**src/rtl/cdu_pkg.sv**
```systemverilog
// Shared types and defaults for the CDU read-counter slice.
package cdu_pkg;

  localparam int CDU_CNT_W    = 16;
  localparam int CDU_STEP_DIV = 64;
  localparam int CDU_PEND_W   = 4;

  typedef logic signed [CDU_PEND_W-1:0] pend_t;

  typedef enum logic [1:0] {
    STEP_NONE = 2'd0,
    STEP_UP   = 2'd1,
    STEP_DN   = 2'd2
  } step_e;

endpackage

```
**src/rtl/cdu_read_counter_if.sv**
```systemverilog
// AGC pulse-request handshake: the counter raises PCDU/MCDU requests,
// the AGC answers with one-cycle acknowledges.
interface cdu_read_counter_if;

  logic agc_ack;
  logic pcdu_req;
  logic mcdu_req;

  modport master (
    output pcdu_req,
    output mcdu_req,
    input  agc_ack
  );

  modport slave (
    input  pcdu_req,
    input  mcdu_req,
    output agc_ack
  );

endinterface

```
**src/rtl/cdu_pulse_queue.sv**
```systemverilog
// Signed pending-pulse accumulator between the angle counter and the AGC.
// Steps push +/-1, acknowledges pull one toward zero; the requests are
// decoded straight from the pending register.
module cdu_pulse_queue
  import cdu_pkg::*;
#(
  parameter int PEND_W = CDU_PEND_W
) (
  input  logic  clk,
  input  logic  rst_n,
  input  logic  clr,
  input  step_e step,
  input  logic  agc_ack,
  output logic  up_full,
  output logic  dn_full,
  output logic  pcdu_req,
  output logic  mcdu_req
);

  localparam logic signed [PEND_W-1:0] P_MAX = {1'b0, {(PEND_W-1){1'b1}}};
  localparam logic signed [PEND_W-1:0] P_MIN = {1'b1, {(PEND_W-1){1'b0}}};
  localparam logic signed [PEND_W-1:0] P_ONE = {{(PEND_W-1){1'b0}}, 1'b1};

  logic signed [PEND_W-1:0] pend_q;
  logic signed [PEND_W-1:0] pend_d;
  logic signed [PEND_W-1:0] step_delta;
  logic signed [PEND_W-1:0] ack_delta;

  assign up_full  = (pend_q == P_MAX);
  assign dn_full  = (pend_q == P_MIN);
  assign pcdu_req = ~pend_q[PEND_W-1] & (|pend_q);
  assign mcdu_req = pend_q[PEND_W-1];

  // Net pending change: step contribution plus acknowledge contribution.
  always_comb begin
    step_delta = '0;
    ack_delta  = '0;
    case (step)
      STEP_UP: if (!up_full) step_delta = P_ONE;
      STEP_DN: if (!dn_full) step_delta = -P_ONE;
      default: step_delta = '0;
    endcase
    if (agc_ack && pcdu_req)      ack_delta = -P_ONE;
    else if (agc_ack && mcdu_req) ack_delta = P_ONE;
    pend_d = pend_q + step_delta + ack_delta;
    if (clr) pend_d = '0;
  end

  // Pending register; reset discards every owed pulse.
  always_ff @(posedge clk or negedge rst_n) begin
    if (!rst_n) pend_q <= '0;
    else        pend_q <= pend_d;
  end

endmodule

```
**src/rtl/cdu_read_counter.sv**
```systemverilog
// CDU angle read counter: integrates lead/lag decisions into a wrapping
// angle count under a step-rate limit, drives the active-low quadrant bits
// and mirrors every step to the AGC through cdu_pulse_queue.
// Optional feature: READ_CNT_ZERO_EN adds the synchronous zero_n clear.
module cdu_read_counter
  import cdu_pkg::*;
#(
  parameter int WIDTH    = CDU_CNT_W,
  parameter int STEP_DIV = CDU_STEP_DIV,
  parameter int PEND_W   = CDU_PEND_W
) (
  input  logic               clk,
  input  logic               rst_n,
`ifdef READ_CNT_ZERO_EN
  input  logic               zero_n,
`endif
  input  logic               lead,
  input  logic               lag,
  cdu_read_counter_if.master agc,
  output logic [WIDTH-1:0]   cnt_o,
  output logic               _D5,
  output logic               _D6,
  output logic               _D7,
  output logic               _D8
);

  localparam int TW = (STEP_DIV > 1) ? $clog2(STEP_DIV) : 1;
  localparam logic [TW-1:0] RELOAD = TW'(STEP_DIV - 1);

  logic [WIDTH-1:0] cnt_q;
  logic [WIDTH-1:0] cnt_d;
  logic [TW-1:0]    timer_q;
  logic [TW-1:0]    timer_d;
  logic             zero_clr;
  logic             up_full;
  logic             dn_full;
  logic [3:0]       quad_n;
  step_e            step_sel;

`ifdef READ_CNT_ZERO_EN
  assign zero_clr = ~zero_n;
`else
  assign zero_clr = 1'b0;
`endif

  // Step decision: timer expired, exactly one of lead/lag, queue not saturated.
  always_comb begin
    step_sel = STEP_NONE;
    if (!zero_clr && (timer_q == '0)) begin
      if (lead && !lag && !up_full)      step_sel = STEP_UP;
      else if (lag && !lead && !dn_full) step_sel = STEP_DN;
    end
  end

  // Next count and step timer; an inhibited step leaves both untouched.
  always_comb begin
    cnt_d   = cnt_q;
    timer_d = timer_q;
    case (step_sel)
      STEP_UP: cnt_d = cnt_q + WIDTH'(1);
      STEP_DN: cnt_d = cnt_q - WIDTH'(1);
      default: cnt_d = cnt_q;
    endcase
    if (step_sel != STEP_NONE)  timer_d = RELOAD;
    else if (timer_q != '0)     timer_d = timer_q - TW'(1);
    if (zero_clr) begin
      cnt_d   = '0;
      timer_d = RELOAD;
    end
  end

  // Counter and timer state; timer starts at zero so the first step is free.
  always_ff @(posedge clk or negedge rst_n) begin
    if (!rst_n) begin
      cnt_q   <= '0;
      timer_q <= '0;
    end else begin
      cnt_q   <= cnt_d;
      timer_q <= timer_d;
    end
  end

  // Quadrant bits are the inverted top four count bits.
  for (genvar gi = 0; gi < 4; gi++) begin : g_quad
    assign quad_n[gi] = ~cnt_q[WIDTH-1-gi];
  end

  assign cnt_o = cnt_q;
  assign _D5   = quad_n[0];
  assign _D6   = quad_n[1];
  assign _D7   = quad_n[2];
  assign _D8   = quad_n[3];

  cdu_pulse_queue #(
    .PEND_W (PEND_W)
  ) u_queue (
    .clk      (clk),
    .rst_n    (rst_n),
    .clr      (zero_clr),
    .step     (step_sel),
    .agc_ack  (agc.agc_ack),
    .up_full  (up_full),
    .dn_full  (dn_full),
    .pcdu_req (agc.pcdu_req),
    .mcdu_req (agc.mcdu_req)
  );

endmodule

```
**src/flat_wrapper.sv**
```systemverilog
// flat-port wrapper written by rule: the top's interface ports become plain ports
module cdu_read_counter_flat import cdu_pkg::*;
#(
  parameter int WIDTH    = CDU_CNT_W,
  parameter int STEP_DIV = CDU_STEP_DIV,
  parameter int PEND_W   = CDU_PEND_W
)
  (clk, rst_n, lead, lag, cnt_o, _D5, _D6, _D7, _D8, agc_pcdu_req, agc_mcdu_req, agc_agc_ack);
  cdu_read_counter_if agc_i ();
  input  logic clk;
  input  logic rst_n;
  input  logic lead;
  input  logic lag;
  output logic [WIDTH-1:0] cnt_o;
  output logic _D5;
  output logic _D6;
  output logic _D7;
  output logic _D8;
  output wire logic [$bits(agc_i.pcdu_req)-1:0] agc_pcdu_req;
  output wire logic [$bits(agc_i.mcdu_req)-1:0] agc_mcdu_req;
  input wire logic [$bits(agc_i.agc_ack)-1:0] agc_agc_ack;
  assign agc_pcdu_req = agc_i.pcdu_req;
  assign agc_mcdu_req = agc_i.mcdu_req;
  assign agc_i.agc_ack = agc_agc_ack;
  cdu_read_counter #(.WIDTH(WIDTH), .STEP_DIV(STEP_DIV), .PEND_W(PEND_W)) u_core (.clk(clk), .rst_n(rst_n), .lead(lead), .lag(lag), .agc(agc_i), .cnt_o(cnt_o), ._D5(_D5), ._D6(_D6), ._D7(_D7), ._D8(_D8));
endmodule
```
**config.mk**
```make
export PLATFORM = sky130hd
export DESIGN_NAME = cdu_read_counter_flat
export DESIGN_NICKNAME = d
export VERILOG_FILES = /design/src/rtl/cdu_pkg.sv /design/src/rtl/cdu_read_counter_if.sv /design/src/rtl/cdu_pulse_queue.sv /design/src/rtl/cdu_read_counter.sv /design/src/flat_wrapper.sv
export SDC_FILE = /design/constraint.sdc
export NUM_CORES = 1
export LEC_CHECK = 0
export CAP_MARGIN = 20
export CORE_ASPECT_RATIO = 1.5
export CORE_MARGIN = 2
export CORE_UTILIZATION = 59
export DETAILED_ROUTE_END_ITERATION = 10
export PLACE_DENSITY = 0.84
export SLEW_MARGIN = 20
export SYNTH_ARGS = -nofsm -noshare
export SYNTH_HDL_FRONTEND = slang
export SYNTH_SLANG_ARGS = --single-unit
```
**constraint.sdc**
```tcl
create_clock -name clk -period 7.4 [get_ports clk]
set_input_delay 1.11 -clock clk [delete_from_list [all_inputs] [get_ports clk]]
set_output_delay 1.11 -clock clk [all_outputs]
set_load 0.01 [all_outputs]
```
==> qor.txt, run 1 <==
status - finished, final reports clean
GR Layer Usage met1 - 0.257
Initial Util - 0.618
Final ANT Viol Nets - 0
syn_area_per_cell - 9.72 um2
share of layout cells above drive strength 1 - 0.0739
die width - 51.0 um
slowest stage delay, CP - 640 ps
Cell Area, Synth - 1950 um2
Hold Fails Final Rpt - 0
ANT cells - 0
Reg clk slew, reported paths - 90 ps
DR iter-0 viols - 40
Period minus WS final - 3940 ps
number of remaining DRC errors - 0
top post-synthesis cells by count - 26 x dfrtp_1, 21 x a21oi_1, 18 x nand2_1, 17 x ha_1
clk_skew - 3.44 ps
grt met3 use - 0.0442
post-synth top area cell - dfrtp_1
leakage - 0.00101 uW
Seq. cell area - 651 um2
total gr overflow - 0
Root Driver - clkbuf_8
CP endpoint kind - flop
gr usage total - 0.246
Resize count post-CTS - 0
Area contributors post-synth - dfrtp_1 33%, ha_1 11%, xnor2_1 6.3%, a21oi_1 5.4%, fa_1 5.1%
clock sinks - 26
Worst Path Arrival - 4110 ps
dpl ws - 3160 ps
hold_sp - u_core.cnt_o[6]
GR peak layer - met2
Hold Crit Depth - 2
WHS Endpoint - u_core.cnt_o[6]
IO Port Bufs - 26
fillcell total - 248
largest net degree at the start of global routing - 29
Area growth syn-to-layout - 18.6%
r2r setup slk - 3700 ps
drt first pass iters - 4
worst reg2reg path depth - 12
Clock Path Buffers - 2
IO Pins - 27
area of the multi-input gates - 1230 um2
Reg2Reg Capture Point - u_core.cnt_o[15]
via/cell ratio - 5.99
worst path cell trace - clkdlybuf4s50_1, nand2b_1, nor3_4, ha_1, a211oi_1, o211ai_1, a41oi_2, nor3b_1, o22ai_1, xnor2_1
top cell type's share of synthesized area - 0.333
wire length of the first global-routing pass - 7060 um
clk_lat worst skew - 280 ps
sequential share of the synthesized area - 0.333
Cell variety after synth - 48
Setup-failing EPs final - 0
met2 Use GR - 0.479
Final Wtd Congestion - 0.860
Max VDD drop - 210 uV
Final Cycle Share - 0.532
kind of critical path - primary input to flop
Worst Setup Start Kind - primary input
most frequent cell after synthesis - dfrtp_1
routed vias - 1616
RSZ-0062 raised after global routing - no
Row Count - 25
vias in the first global route - 1660
Critical-path top delay cell - nor3_4
Die ar. - 3800 um2
core area - 3160 um2
max-slew violations - 0
Fmax - 0.254 GHz
Rel. slew slack - 0.474
initial antenna violation count - 0
CP max FO - 17
ys flop type - dfrtp_1
number of enable flip-flop cells after synthesis - 0
setup_tns - 0 ps
CP required - 7570 ps
synth warn - 0
detailed placement HPWL - 3230 um
Post-CTS Setup Repair Bufs - 0
CTS tree - yes
Reg-to-Reg Start - u_core.timer_q[0]
CTS HTree Levels - 1
Post-Syn Nets - 228
Async S/R FF share, synth - 1.00
Mapped Cells - 201
hold crit path type - flop to flop
average wire per cell in the routed design - 15.4 um
max-cap viol count - 0
Yosys reg bits - 26
pwr dens - 246 nW/um2
number of CTS-inserted buffers - 3
Total Nets Final - 258
final wirelength - 4150 um
die extent in y - 74.5 um
hold buffer count at cts - 0
transition time of the tightest slew-check pin - 787 ps
final setup margin - 3460 ps
[power by group]
part	switching [uW]	internal (uW)	total, uW
combinational	113	122	235
sequential	56.9	183	240
clock	47.7	47.7	95.4
[how the worst max path moves through the flow]
stage / from / endpoint / depth (start not counted)
floorplan: lead / u_core.cnt_o[14] / 9
global placement: lead / u_core.cnt_o[15] / 10
detailed placement: lead / u_core.cnt_o[15] / 10
CTS: lead / u_core.cnt_o[15] / 10
global route: lead / u_core.cnt_o[14] / 10
finish: lead / u_core.cnt_o[15] / 10
[routing by layer]
metal  routed length (um)  vias up  share of wire
met5                    0        -              0
met4                   46        0          0.011
met3                  139        4          0.033
met2                 2390       36           0.58
met1                 1570      800           0.38
li1                     -      776              -
[cells in the final DEF, fill, tap and decap left out, types with 4 or more instances in the layout]
cell type and instances:
o21ai_0 15, nor3_1 4, a21o_1 5, clkdlybuf4s50_1 26
o21a_1 4, ha_1 17, fa_1 5, nor2_1 6
clkbuf_8 4, a21oi_1 21, nand2_1 18, inv_1 15
xor2_1 5, xnor2_1 14, nand2b_1 4, dfrtp_1 26
[logic make-up (layout without fill, tap and decap cells)]
logic type,after synthesis,after routing,synth area share
xor gates and xnor gates,19,19,0.0852
adders and majority gates,22,22,0.160
muxes,2,2,0.0115
and+or+nand+nor,51,51,0.163
AOI/OAI and AO/OA,63,63,0.211
DFF,26,26,0.333
buffers and inverters,18,47,0.0359
[state kept, by name (all words and copies together), names as in the netlist]
register	count
u_core.cnt_o	16
u_core.timer_q	6
u_core.u_queue.pend_q	4
[critical path, delay by kind of cell]
| family | cells | cell delay (ps) |
|---|---|---|
| buffers and inverters | 1 | 420 |
| AND/OR/NAND/NOR | 3 | 1110 |
| XOR/XNOR | 1 | 130 |
| adder cells (fa/ha/maj) | 1 | 390 |
| AO/OA/AOI/OAI | 4 | 940 |
[cell type report]
cell class | count | share of cell area
Inverter | 16 | 0.0259
Timing Repair Buffer | 27 | 0.116
Multi-Input combinational cell | 157 | 0.532
Tap cell | 40 | 0.0216
Clock buffer | 4 | 0.0238
Sequential cell | 26 | 0.281
[stage by stage]
stage | hold slack [ps] | total power [uW] | cells | instance area, um2 | utilization
after global routing | 566 | 611 | 270 | 2320 | 0.733
after floorplan | 463 | 386 | 201 | 1950 | -
after detailed placement | 507 | 479 | 266 | 2260 | 0.716
after CTS | 527 | 576 | 270 | 2320 | 0.733
after global placement | 476 | 461 | 266 | 2260 | 0.716
final | 520 | 570 | 270 | 2320 | 0.733
(Power assumes the default switching activity.)
==> run 2: changes to the inputs <==
--- a/config.mk
+++ b/config.mk
@@ -8,9 +8,9 @@
 export CAP_MARGIN = 20
 export CORE_ASPECT_RATIO = 1.5
 export CORE_MARGIN = 2
-export CORE_UTILIZATION = 59
+export CORE_UTILIZATION = 50
 export DETAILED_ROUTE_END_ITERATION = 10
-export PLACE_DENSITY = 0.84
+export PLACE_DENSITY = 0.76
 export SLEW_MARGIN = 20
 export SYNTH_ARGS = -nofsm -noshare
 export SYNTH_HDL_FRONTEND = slang
==> constraint.sdc (replaced) <==
create_clock -name clk -period 3.4 [get_ports clk]
set_input_delay 0.51 -clock clk [delete_from_list [all_inputs] [get_ports clk]]
set_output_delay 0.51 -clock clk [all_outputs]
set_load 0.01 [all_outputs]
==> qor.txt, run 2 (synthesis gave the netlist of run 1 again) <==
status - finished, final reports clean
ANT cells - 0
Hold Fails Final Rpt - 0
pwr dens - 523 nW/um2
CTS tree - yes
Clock Path Buffers - 2
average wire per cell in the routed design - 13.5 um
number of CTS-inserted buffers - 3
vias in the first global route - 1519
largest net degree at the start of global routing - 28
clock sinks - 26
via/cell ratio - 5.52
RSZ-0062 raised after global routing - no
WHS - 503 ps
CP required - 3570 ps
share of layout cells above drive strength 1 - 0.101
Initial Util - 0.526
DR iter-0 viols - 27
CP max FO - 9
GR peak layer - met2
routed vias - 1546
Total Nets Final - 265
Fmax - 0.320 GHz
Internal Power - 778 uW
Sw Share - 0.373
wire length of the first global-routing pass - 6480 um
Die ar. - 4430 um2
IO Pins - 27
die width - 55.0 um
Setup-failing EPs final - 0
area of the multi-input gates - 1230 um2
max reg flops - 16
clk_lat worst skew - 280 ps
grt met3 use - 0.0167
placed cell area - 2320 um2
Reg clk slew, reported paths - 100 ps
clk_skew - 12.3 ps
Post-CTS Setup Repair Bufs - 0
combinational power share - 0.414
GR Layer Usage met1 - 0.244
Final Cycle Share - 0.918
Final ANT Viol Nets - 0
Root Driver - clkbuf_8
CP endpoint kind - flop
initial antenna violation count - 0
drt first pass iters - 4
total gr overflow - 0
Worst Setup Start Kind - flop
Final Wtd Congestion - 0.807
Seq pwr share - 0.418
highest-count cells in the layout ignoring fill and taps - 26 x clkdlybuf4s50_1, 26 x dfrtp_1, 21 x a21oi_1, 18 x nand2_1, 17 x ha_1
met2 Use GR - 0.344
setup_tns - 0 ps
max-slew violations - 0
Resize count post-CTS - 0
number of remaining DRC errors - 0
hold buffer count at cts - 0
CTS HTree Levels - 1
final wirelength - 3770 um
final instance area - 2370 um2
fillcell total - 342
detailed placement HPWL - 2880 um
leakage - 0.00105 uW
Area growth syn-to-layout - 21.5%
gr usage total - 0.196
Worst Path Arrival - 3300 ps
kind of critical path - flop to flop
Period minus WS final - 3120 ps
max-cap viol count - 0
Rel. slew slack - 0.731
core area - 3720 um2
clock share of power - 0.168
transition time of the tightest slew-check pin - 402 ps
Max VDD drop - 358 uV
Seq. cell area - 651 um2
hold crit path type - flop to flop
IO Port Bufs - 26
P_sw - 463 uW
Row Count - 27
die extent in y - 80.5 um
[run 2: cell count changes in the layout (fill, tap and decap cells not counted)]
| cell | change |
|---|---|
| buf_4 | +7 |
[run 2: metal layers]
layer,vias up,share of wire
met3,2,0.023
met2,22,0.53
met5,-,0
met4,0,0.0077
li1,789,-
met1,733,0.44
[run 2: worst max-delay path: stages, from the launching register on]
cell	delay, ps
dfrtp_1	430
inv_1	120
ha_1	200
and2b_1	160
nand2_2	140
nor3_4	230
buf_4	200
ha_1	290
a21oi_1	270
o211ai_1	190
a41oi_2	320
nor3b_1	220
o22ai_1	110
xnor2_1	130
[run 2: layout make-up]
| type | count | share of cell area |
|---|---|---|
| inverters | 16 | 0.0253 |
| clock buffers | 4 | 0.0232 |
| well taps | 43 | 0.0227 |
| multi-input cells | 157 | 0.520 |
| repair buffers | 34 | 0.135 |
| flip-flops and latches | 26 | 0.274 |
[run 2: worst paths after layout]
check                             startpoint           endpoint  slack [ps]  depth (start not counted)
setup / recovery           u_core.timer_q[0]   u_core.cnt_o[15]         280                         13
hold / removal             u_core.timer_q[5]  u_core.timer_q[5]         500                          1
setup reg to reg           u_core.timer_q[0]   u_core.cnt_o[15]         280                         13
hold reg to reg            u_core.timer_q[5]  u_core.timer_q[5]         500                          1
max in group asynchronous              rst_n    u_core.cnt_o[4]        2530                          2
min in group asynchronous              rst_n   u_core.cnt_o[14]         600                          2
[run 2: power groups by stage]
stage	combinational (uW)	clock, uW	sequential (uW)
after CTS	522	212	520
after global routing	573	227	536
after detailed placement	516	0	525
after floorplan	324	0	517
after global placement	508	0	523
final	514	209	518
[run 2: per-stage QoR]
stage	power [uW]	setup WS (ps)	cells	utilization
4_1_cts	1250	287	280	0.638
3_3_place_gp	1030	253	276	0.624
5_1_grt	1340	23.2	280	0.638
6_report	1240	279	280	0.638
2_1_floorplan	841	304	201	-
3_5_place_dp	1040	223	276	0.624
